==> src/rtl/iic_axil_pkg.sv <==
// Shared types and constants for the IIC AXI4-Lite command master.
package iic_axil_pkg;

  // Transaction sequencer states.
  typedef enum logic [2:0] {
    ST_IDLE    = 3'd0,
    ST_WR      = 3'd1,
    ST_WR_RESP = 3'd2,
    ST_RD_ADDR = 3'd3,
    ST_RD_DATA = 3'd4,
    ST_RSP     = 3'd5
  } state_e;

  // AXI response codes.
  localparam logic [1:0] RESP_OKAY   = 2'b00;
  localparam logic [1:0] RESP_SLVERR = 2'b10;

  // axi_iic register byte offsets.
  localparam logic [8:0] REG_SOFTR   = 9'h040;
  localparam logic [8:0] REG_CR      = 9'h100;
  localparam logic [8:0] REG_SR      = 9'h104;
  localparam logic [8:0] REG_TX_FIFO = 9'h108;
  localparam logic [8:0] REG_RX_FIFO = 9'h10C;

endpackage

==> src/rtl/iic_axil_master_if.sv <==
// AXI4-Lite bus bundle between the command master and the axi_iic slave port.
interface iic_axil_master_if #(
  parameter int ADDR_W = 9,
  parameter int DATA_W = 32
) ();

  logic [ADDR_W-1:0]   awaddr;
  logic                awvalid;
  logic                awready;
  logic [DATA_W-1:0]   wdata;
  logic [DATA_W/8-1:0] wstrb;
  logic                wvalid;
  logic                wready;
  logic [1:0]          bresp;
  logic                bvalid;
  logic                bready;
  logic [ADDR_W-1:0]   araddr;
  logic                arvalid;
  logic                arready;
  logic [DATA_W-1:0]   rdata;
  logic [1:0]          rresp;
  logic                rvalid;
  logic                rready;

  modport master (
    output awaddr, awvalid, wdata, wstrb, wvalid, bready, araddr, arvalid, rready,
    input  awready, wready, bresp, bvalid, arready, rdata, rresp, rvalid
  );

  modport slave (
    input  awaddr, awvalid, wdata, wstrb, wvalid, bready, araddr, arvalid, rready,
    output awready, wready, bresp, bvalid, arready, rdata, rresp, rvalid
  );

endinterface

==> src/rtl/iic_axil_master.sv <==
// Single-outstanding command-to-AXI4-Lite master for the axi_iic controller.
// Optional watchdog enabled by defining IIC_AXIL_MASTER_TIMEOUT_EN.
//
//   state      | meaning
//   -----------+------------------------------------------------------
//   ST_IDLE    | cmd_ready high, waiting for a command
//   ST_WR      | AW and W valids up, each drops after its own handshake
//   ST_WR_RESP | bready high, waiting for bvalid
//   ST_RD_ADDR | arvalid high, waiting for arready
//   ST_RD_DATA | rready high, waiting for rvalid
//   ST_RSP     | rsp_valid high, payload held until rsp_ready
module iic_axil_master
  import iic_axil_pkg::*;
#(
  parameter int ADDR_W         = 9,
  parameter int DATA_W         = 32,
  parameter int TIMEOUT_CYCLES = 1024
) (
  input  logic              clk,
  input  logic              s_axi_aresetn,
  input  logic              cmd_valid,
  output logic              cmd_ready,
  input  logic              cmd_write,
  input  logic [ADDR_W-1:0] cmd_addr,
  input  logic [DATA_W-1:0] cmd_wdata,
  input  logic [3:0]        cmd_wstrb,
  output logic              rsp_valid,
  input  logic              rsp_ready,
  output logic [DATA_W-1:0] rsp_rdata,
  output logic [1:0]        rsp_resp,
  output logic              rsp_timeout,
  iic_axil_master_if.master m_axi
);

  state_e            state_q, state_d;
  logic [ADDR_W-1:0] addr_q, addr_d;
  logic [DATA_W-1:0] wdata_q, wdata_d;
  logic [3:0]        wstrb_q, wstrb_d;
  logic              awvalid_q, awvalid_d;
  logic              wvalid_q, wvalid_d;
  logic              aw_done_q, aw_done_d;
  logic              w_done_q, w_done_d;
  logic              bready_q, bready_d;
  logic              arvalid_q, arvalid_d;
  logic              rready_q, rready_d;
  logic              rsp_valid_q, rsp_valid_d;
  logic [DATA_W-1:0] rsp_rdata_q, rsp_rdata_d;
  logic [1:0]        rsp_resp_q, rsp_resp_d;

  logic aw_hs;
  logic w_hs;

  assign aw_hs = awvalid_q & m_axi.awready;
  assign w_hs  = wvalid_q & m_axi.wready;

`ifdef IIC_AXIL_MASTER_TIMEOUT_EN
  localparam int CNT_W = $clog2(TIMEOUT_CYCLES + 1);

  logic [CNT_W-1:0] cnt_q, cnt_d;
  logic             rsp_timeout_q, rsp_timeout_d;
  logic             busy;
  logic             timeout_hit;

  assign busy        = (state_q == ST_WR) || (state_q == ST_WR_RESP) ||
                       (state_q == ST_RD_ADDR) || (state_q == ST_RD_DATA);
  assign timeout_hit = busy && (cnt_q == CNT_W'(TIMEOUT_CYCLES - 1));
`endif

  // Next-state and next-output computation for the transaction sequencer.
  always_comb begin
    state_d     = state_q;
    addr_d      = addr_q;
    wdata_d     = wdata_q;
    wstrb_d     = wstrb_q;
    awvalid_d   = awvalid_q;
    wvalid_d    = wvalid_q;
    aw_done_d   = aw_done_q;
    w_done_d    = w_done_q;
    bready_d    = bready_q;
    arvalid_d   = arvalid_q;
    rready_d    = rready_q;
    rsp_valid_d = rsp_valid_q;
    rsp_rdata_d = rsp_rdata_q;
    rsp_resp_d  = rsp_resp_q;

    case (state_q)
      ST_IDLE: begin
        if (cmd_valid) begin
          addr_d    = cmd_addr;
          wdata_d   = cmd_wdata;
          wstrb_d   = cmd_wstrb;
          aw_done_d = 1'b0;
          w_done_d  = 1'b0;
          if (cmd_write) begin
            state_d   = ST_WR;
            awvalid_d = 1'b1;
            wvalid_d  = 1'b1;
          end else begin
            state_d   = ST_RD_ADDR;
            arvalid_d = 1'b1;
          end
        end
      end
      ST_WR: begin
        if (aw_hs) begin
          awvalid_d = 1'b0;
          aw_done_d = 1'b1;
        end
        if (w_hs) begin
          wvalid_d = 1'b0;
          w_done_d = 1'b1;
        end
        if ((aw_done_q || aw_hs) && (w_done_q || w_hs)) begin
          state_d  = ST_WR_RESP;
          bready_d = 1'b1;
        end
      end
      ST_WR_RESP: begin
        if (m_axi.bvalid) begin
          bready_d    = 1'b0;
          rsp_valid_d = 1'b1;
          rsp_rdata_d = '0;
          rsp_resp_d  = m_axi.bresp;
          state_d     = ST_RSP;
        end
      end
      ST_RD_ADDR: begin
        if (m_axi.arready) begin
          arvalid_d = 1'b0;
          rready_d  = 1'b1;
          state_d   = ST_RD_DATA;
        end
      end
      ST_RD_DATA: begin
        if (m_axi.rvalid) begin
          rready_d    = 1'b0;
          rsp_valid_d = 1'b1;
          rsp_rdata_d = m_axi.rdata;
          rsp_resp_d  = m_axi.rresp;
          state_d     = ST_RSP;
        end
      end
      ST_RSP: begin
        if (rsp_ready) begin
          rsp_valid_d = 1'b0;
          state_d     = ST_IDLE;
        end
      end
      default: state_d = ST_IDLE;
    endcase

`ifdef IIC_AXIL_MASTER_TIMEOUT_EN
    rsp_timeout_d = rsp_timeout_q;
    if ((state_q == ST_RSP) && rsp_ready) rsp_timeout_d = 1'b0;

    if (busy) cnt_d = cnt_q + CNT_W'(1);
    else if (state_q == ST_IDLE) cnt_d = '0;
    else cnt_d = cnt_q;

    // Abort overrides whatever the channel logic decided this cycle.
    if (timeout_hit) begin
      awvalid_d     = 1'b0;
      wvalid_d      = 1'b0;
      bready_d      = 1'b0;
      arvalid_d     = 1'b0;
      rready_d      = 1'b0;
      rsp_valid_d   = 1'b1;
      rsp_rdata_d   = '0;
      rsp_resp_d    = RESP_SLVERR;
      rsp_timeout_d = 1'b1;
      state_d       = ST_RSP;
    end
`endif
  end

  // State and registered outputs; reset drops every valid/ready at once.
  always_ff @(posedge clk or negedge s_axi_aresetn) begin
    if (!s_axi_aresetn) begin
      state_q     <= ST_IDLE;
      addr_q      <= '0;
      wdata_q     <= '0;
      wstrb_q     <= '0;
      awvalid_q   <= 1'b0;
      wvalid_q    <= 1'b0;
      aw_done_q   <= 1'b0;
      w_done_q    <= 1'b0;
      bready_q    <= 1'b0;
      arvalid_q   <= 1'b0;
      rready_q    <= 1'b0;
      rsp_valid_q <= 1'b0;
      rsp_rdata_q <= '0;
      rsp_resp_q  <= '0;
`ifdef IIC_AXIL_MASTER_TIMEOUT_EN
      cnt_q         <= '0;
      rsp_timeout_q <= 1'b0;
`endif
    end else begin
      state_q     <= state_d;
      addr_q      <= addr_d;
      wdata_q     <= wdata_d;
      wstrb_q     <= wstrb_d;
      awvalid_q   <= awvalid_d;
      wvalid_q    <= wvalid_d;
      aw_done_q   <= aw_done_d;
      w_done_q    <= w_done_d;
      bready_q    <= bready_d;
      arvalid_q   <= arvalid_d;
      rready_q    <= rready_d;
      rsp_valid_q <= rsp_valid_d;
      rsp_rdata_q <= rsp_rdata_d;
      rsp_resp_q  <= rsp_resp_d;
`ifdef IIC_AXIL_MASTER_TIMEOUT_EN
      cnt_q         <= cnt_d;
      rsp_timeout_q <= rsp_timeout_d;
`endif
    end
  end

`ifdef IIC_AXIL_MASTER_TIMEOUT_EN
  assign rsp_timeout = rsp_timeout_q;
`else
  localparam int unused_timeout_cycles = TIMEOUT_CYCLES;
  assign rsp_timeout = 1'b0;
`endif

  assign cmd_ready     = (state_q == ST_IDLE) && s_axi_aresetn;
  assign rsp_valid     = rsp_valid_q;
  assign rsp_rdata     = rsp_rdata_q;
  assign rsp_resp      = rsp_resp_q;

  assign m_axi.awaddr  = addr_q;
  assign m_axi.awvalid = awvalid_q;
  assign m_axi.wdata   = wdata_q;
  assign m_axi.wstrb   = wstrb_q;
  assign m_axi.wvalid  = wvalid_q;
  assign m_axi.bready  = bready_q;
  assign m_axi.araddr  = addr_q;
  assign m_axi.arvalid = arvalid_q;
  assign m_axi.rready  = rready_q;

endmodule

==> src/flat_wrapper.sv <==
// flat-port wrapper written by rule: the top's interface ports become plain ports
module iic_axil_master_flat import iic_axil_pkg::*;
#(
  parameter int ADDR_W         = 9,
  parameter int DATA_W         = 32,
  parameter int TIMEOUT_CYCLES = 1024
)
  (clk, s_axi_aresetn, cmd_valid, cmd_ready, cmd_write, cmd_addr, cmd_wdata, cmd_wstrb, rsp_valid, rsp_ready, rsp_rdata, rsp_resp, rsp_timeout, m_axi_awaddr, m_axi_awvalid, m_axi_wdata, m_axi_wstrb, m_axi_wvalid, m_axi_bready, m_axi_araddr, m_axi_arvalid, m_axi_rready, m_axi_awready, m_axi_wready, m_axi_bresp, m_axi_bvalid, m_axi_arready, m_axi_rdata, m_axi_rresp, m_axi_rvalid);
  iic_axil_master_if #(.ADDR_W(ADDR_W), .DATA_W(DATA_W)) m_axi_i ();
  input  logic clk;
  input  logic s_axi_aresetn;
  input  logic cmd_valid;
  output logic cmd_ready;
  input  logic cmd_write;
  input  logic [ADDR_W-1:0] cmd_addr;
  input  logic [DATA_W-1:0] cmd_wdata;
  input  logic [3:0] cmd_wstrb;
  output logic rsp_valid;
  input  logic rsp_ready;
  output logic [DATA_W-1:0] rsp_rdata;
  output logic [1:0] rsp_resp;
  output logic rsp_timeout;
  output wire logic [$bits(m_axi_i.awaddr)-1:0] m_axi_awaddr;
  output wire logic [$bits(m_axi_i.awvalid)-1:0] m_axi_awvalid;
  output wire logic [$bits(m_axi_i.wdata)-1:0] m_axi_wdata;
  output wire logic [$bits(m_axi_i.wstrb)-1:0] m_axi_wstrb;
  output wire logic [$bits(m_axi_i.wvalid)-1:0] m_axi_wvalid;
  output wire logic [$bits(m_axi_i.bready)-1:0] m_axi_bready;
  output wire logic [$bits(m_axi_i.araddr)-1:0] m_axi_araddr;
  output wire logic [$bits(m_axi_i.arvalid)-1:0] m_axi_arvalid;
  output wire logic [$bits(m_axi_i.rready)-1:0] m_axi_rready;
  input wire logic [$bits(m_axi_i.awready)-1:0] m_axi_awready;
  input wire logic [$bits(m_axi_i.wready)-1:0] m_axi_wready;
  input wire logic [$bits(m_axi_i.bresp)-1:0] m_axi_bresp;
  input wire logic [$bits(m_axi_i.bvalid)-1:0] m_axi_bvalid;
  input wire logic [$bits(m_axi_i.arready)-1:0] m_axi_arready;
  input wire logic [$bits(m_axi_i.rdata)-1:0] m_axi_rdata;
  input wire logic [$bits(m_axi_i.rresp)-1:0] m_axi_rresp;
  input wire logic [$bits(m_axi_i.rvalid)-1:0] m_axi_rvalid;
  assign m_axi_awaddr = m_axi_i.awaddr;
  assign m_axi_awvalid = m_axi_i.awvalid;
  assign m_axi_wdata = m_axi_i.wdata;
  assign m_axi_wstrb = m_axi_i.wstrb;
  assign m_axi_wvalid = m_axi_i.wvalid;
  assign m_axi_bready = m_axi_i.bready;
  assign m_axi_araddr = m_axi_i.araddr;
  assign m_axi_arvalid = m_axi_i.arvalid;
  assign m_axi_rready = m_axi_i.rready;
  assign m_axi_i.awready = m_axi_awready;
  assign m_axi_i.wready = m_axi_wready;
  assign m_axi_i.bresp = m_axi_bresp;
  assign m_axi_i.bvalid = m_axi_bvalid;
  assign m_axi_i.arready = m_axi_arready;
  assign m_axi_i.rdata = m_axi_rdata;
  assign m_axi_i.rresp = m_axi_rresp;
  assign m_axi_i.rvalid = m_axi_rvalid;
  iic_axil_master #(.ADDR_W(ADDR_W), .DATA_W(DATA_W), .TIMEOUT_CYCLES(TIMEOUT_CYCLES)) u_core (.clk(clk), .s_axi_aresetn(s_axi_aresetn), .cmd_valid(cmd_valid), .cmd_ready(cmd_ready), .cmd_write(cmd_write), .cmd_addr(cmd_addr), .cmd_wdata(cmd_wdata), .cmd_wstrb(cmd_wstrb), .rsp_valid(rsp_valid), .rsp_ready(rsp_ready), .rsp_rdata(rsp_rdata), .rsp_resp(rsp_resp), .rsp_timeout(rsp_timeout), .m_axi(m_axi_i));
endmodule
==> config.mk <==
export PLATFORM = sky130hd
export DESIGN_NAME = iic_axil_master_flat
export DESIGN_NICKNAME = d
export VERILOG_FILES = /design/src/rtl/iic_axil_pkg.sv /design/src/rtl/iic_axil_master_if.sv /design/src/rtl/iic_axil_master.sv /design/src/flat_wrapper.sv
export SDC_FILE = /design/constraint.sdc
export NUM_CORES = 1
export LEC_CHECK = 0
export BUFFER_PORTS_ARGS = -buffer_cell sky130_fd_sc_hd__buf_2
export CORE_UTILIZATION = 49
export DETAILED_ROUTE_END_ITERATION = 16
export PLACE_DENSITY = 0.85
export SYNTH_ARGS = -nofsm -noshare
export SYNTH_HDL_FRONTEND = slang
export SYNTH_SLANG_ARGS = --single-unit
export TNS_END_PERCENT = 100
==> constraint.sdc <==
create_clock -name clk -period 2.4 [get_ports clk]
set_input_delay 0 -clock clk [delete_from_list [all_inputs] [get_ports clk]]
set_output_delay 0 -clock clk [all_outputs]
set_load 0.02 [all_outputs]
==> impl_metrics.tcl <==
set metrics [dict create \
    synthFlopType "dfrtp_1" \
    clock-sinks 90 \
    slew_headroom 0.627 \
    syn_inst 252 \
    ff2ff_path_depth 6 \
    holdCritPathClass "input port to flip-flop" \
    hold_viol 0 \
    drt_iter0_drc 171 \
    fin_nets 608 \
    drt-pass1-iter-count 7 \
    gp_congestion 0.846 \
    fmax_mhz 458 \
    ir_worst_vdd_mv 0.734 \
    dp_slack_ns 0.642 \
    critPathMaxFanout 50 \
    synth_edf_count 0 \
    diodes 0 \
    dp_hpwl_um 6340 \
    synthSimpleGateAreaFrac 0.0392 \
    synth-seq-cells 90 \
    die_h_um 89.3 \
    cts-hold-fix-buffers 89 \
    wl_um 11800 \
    cts-root-buf "clkbuf_8" \
    slew_violations 0 \
    power.density_mw_per_mm2 1330 \
    whs_path_depth 3 \
    p_switching_mw 3.06 \
    netlist_area_mm2 0.00373 \
    grt_pass1_vias 3338 \
    yosys.area_share.adder 0 \
    post_cts_resize_count 0 \
    core-area_mm2 0.00729 \
    max_cap_violations 0 \
    start_kind "flip-flop" \
    gr-total-overflow 0 \
    die_area_mm2 0.00797 \
    p_sw_frac 0.396 \
    synth_fp_nets 343 \
    insertion_delay_ns 0.35 \
    pwr-share-clk 0.164 \
    cts_tree "yes" \
    synthXorXnorAreaFrac 0 \
    synth_warnings 0 \
    htree_num_levels 3 \
    fin_skew_ns 0.00620 \
    crit_arrival_ns 2.47 \
    avgSynthCellArea_um2 14.8 \
    period_share 0.910 \
    io_buffer_count 185 \
    cp-end-kind "flip-flop" \
    setup_violations 0 \
    rsz0062_at_grt "no" \
    grt_use_total 0.300 \
    p_total_mw 7.72 \
    rows 31 \
    critPathRequiredTime_ns 2.68 \
    setup_ws_ns 0.215 \
    clockBufferDepth 2 \
    synth.area.mux_share 0.186 \
    antenna_found_initial 0 \
    cts.reportedPaths.clkPinSlew_ns 0.08 \
    cts_buffers 9 \
    via_count 3201 \
    synth_top_family_by_area "multiplexers" \
    ant_nets 0 \
    min_period_ns 2.19 \
    power_leakage_nw 2.99 \
    criticalPathCategory "flip-flop to flip-flop" \
    area_growth_pct 55.7 \
    fin_setup_tns_ns 0 \
    intPower_mw 4.66 \
    ys_types 32 \
    status "completed" \
    pwr-share-comb 0.478 \
    post-cts-setup-buffer-count 0 \
    worstMarginPinSlew_ns 0.555 \
    seq_area_frac_synth 0.603 \
    synth_compound_gate_area_share 0.119 \
    drive_gt1_frac 0.489 \
    avgRoutedWirePerCell_um 19.0 \
    ios 187 \
    synthArstFlopShare 1.00 \
    drcViolationCount 0 \
    viasPerCell 5.15 \
    fp.dieW_um 89.3 \
    grt_start_max_net_pins 91 \
    grt_first_pass_wirelength_um 17200 \
    start_util 0.512 \
    seqPwrFrac 0.358 \
]
-- layout by cell type, fill, tap and decap left out --
| master | Yosys | routed |
|---|---|---|
| o221ai_1 | 1 | 1 |
| a41oi_1 | 1 | 1 |
| o211ai_1 | 1 | 1 |
| clkinvlp_4 | 0 | 1 |
| buf_2 | 7 | 184 |
| dlygate4sd3_1 | 0 | 89 |
| and3b_1 | 2 | 2 |
| nand2_1 | 11 | 11 |
| a31o_1 | 1 | 1 |
| a31oi_1 | 2 | 2 |
| bufinv_16 | 0 | 3 |
| conb_1 | 1 | 1 |
| mux2i_1 | 2 | 2 |
| nor4b_1 | 1 | 1 |
| nor2b_1 | 3 | 3 |
| buf_4 | 11 | 3 |
| or3b_1 | 1 | 1 |
| o21ai_0 | 2 | 2 |
| clkbuf_1 | 1 | 1 |
| dfrtp_1 | 90 | 90 |
| o21ai_1 | 5 | 5 |
| nand2b_1 | 1 | 1 |
| inv_1 | 1 | 1 |
| a22o_1 | 33 | 33 |
| and3_2 | 0 | 1 |
| nor2_1 | 5 | 5 |
| o31ai_1 | 1 | 1 |
| nor3_1 | 2 | 1 |
| nand3_1 | 2 | 2 |
| o21ai_4 | 1 | 1 |
| a32oi_1 | 1 | 1 |
| buf_12 | 0 | 2 |
| inv_2 | 3 | 3 |
| nor3_2 | 0 | 1 |
| a21oi_1 | 8 | 8 |
| mux2_4 | 45 | 45 |
| clkbuf_8 | 0 | 11 |
-- worst max-delay path, cell delays in order (launching register included) --
cell,delay (ns)
dfrtp_1,0.51
nor2b_1,0.24
and3_2,0.23
buf_12,0.33
a21oi_1,0.12
a21oi_1,0.12
dlygate4sd3_1,0.56
-- routing by layer --
metal,GRT usage,wire length [um]
met1,0.338,4470
met2,0.532,6080
met3,0.0683,744
met4,0.154,497
met5,0,0
-- final cells by class --
cell class	instances	area (um^2)
Multi-Input combinational cell	134	1290
Clock inverter	4	97.6
Clock buffer	12	155
Sequential cell	90	2250
Tap cell	99	124
Timing Repair Buffer	278	1870
Inverter	4	15.0
Fill cell	445	1480
-- cell usage after synthesis (3+ instances only) --
cell | count | area [um^2]
a21oi_1 | 8 | 40.0
nor2b_1 | 3 | 18.8
a22o_1 | 33 | 289
nand2_1 | 11 | 41.3
buf_4 | 11 | 82.6
mux2_4 | 45 | 676
dfrtp_1 | 90 | 2250
buf_2 | 7 | 35.0
inv_2 | 3 | 11.3
o21ai_1 | 5 | 25.0
buf_6 | 5 | 56.3
nor2_1 | 5 | 18.8
-- worst paths after layout --
path,to,slack [ns],from
worst max-delay path,u_core.m_axi.wvalid$_DFFE_PN0P_,0.21,u_core.state_q[2]$_DFFE_PN0P_
worst min-delay path,u_core.state_q[0]$_DFFE_PN0P_,0.07,cmd_valid
worst min register to register,u_core.rsp_rdata[19]$_DFFE_PN0P_,0.51,u_core.rsp_rdata[19]$_DFFE_PN0P_
min in group asynchronous,u_core.rsp_rdata[7]$_DFFE_PN0P_,0.23,s_axi_aresetn
worst max register to register,u_core.m_axi.wvalid$_DFFE_PN0P_,0.21,u_core.state_q[2]$_DFFE_PN0P_
max in group asynchronous,u_core.m_axi.wdata[12]$_DFFE_PN0P_,1.81,s_axi_aresetn
-- power by group through the flow --
stage          sequential [mW]  combinational (mW)  clock, mW
2_1_floorplan             3.49                1.66          0
6_report                  2.76                3.69       1.27
5_1_grt                   2.84                3.92       1.37
4_1_cts                   2.69                3.61       1.28
3_5_place_dp              2.71                3.46          0
3_3_place_gp              2.68                3.35          0
-- cells by family (layout without fill, tap and decap cells) --
logic type | Yosys count | after routing
other | 1 | 1
flip-flops | 90 | 90
multiplexers | 47 | 47
buffers and inverters | 28 | 298
AO/OA/AOI/OAI | 57 | 57
AND/OR/NAND/NOR | 29 | 29
-- stage by stage --
stage          hold WS [ns]  area (um^2)  utilization  cells
2_1_floorplan        -0.296         3730            -    252
3_3_place_gp         0.0855         4670        0.640    516
3_5_place_dp         0.0890         4670        0.640    516
4_1_cts              0.0526         5810        0.797    621
5_1_grt               0.111         5810        0.797    621
6_report             0.0674         5810        0.797    621
-- sequential cells by signal, indices dropped and copies added, names as in the netlist --
name	cells
u_core.m_axi.wdata	32
u_core.m_axi.araddr	9
u_core.rsp_rdata	32
u_core.m_axi.rready	1
u_core.w_done_q	1
u_core.state_q	3
u_core.aw_done_q	1
u_core.rsp_resp	2
u_core.m_axi.wstrb	4
u_core.m_axi.bready	1
u_core.rsp_valid	1
u_core.m_axi.arvalid	1
u_core.m_axi.wvalid	1
u_core.m_axi.awvalid	1
No activity file was read; power rests on OpenSTA's default activity.
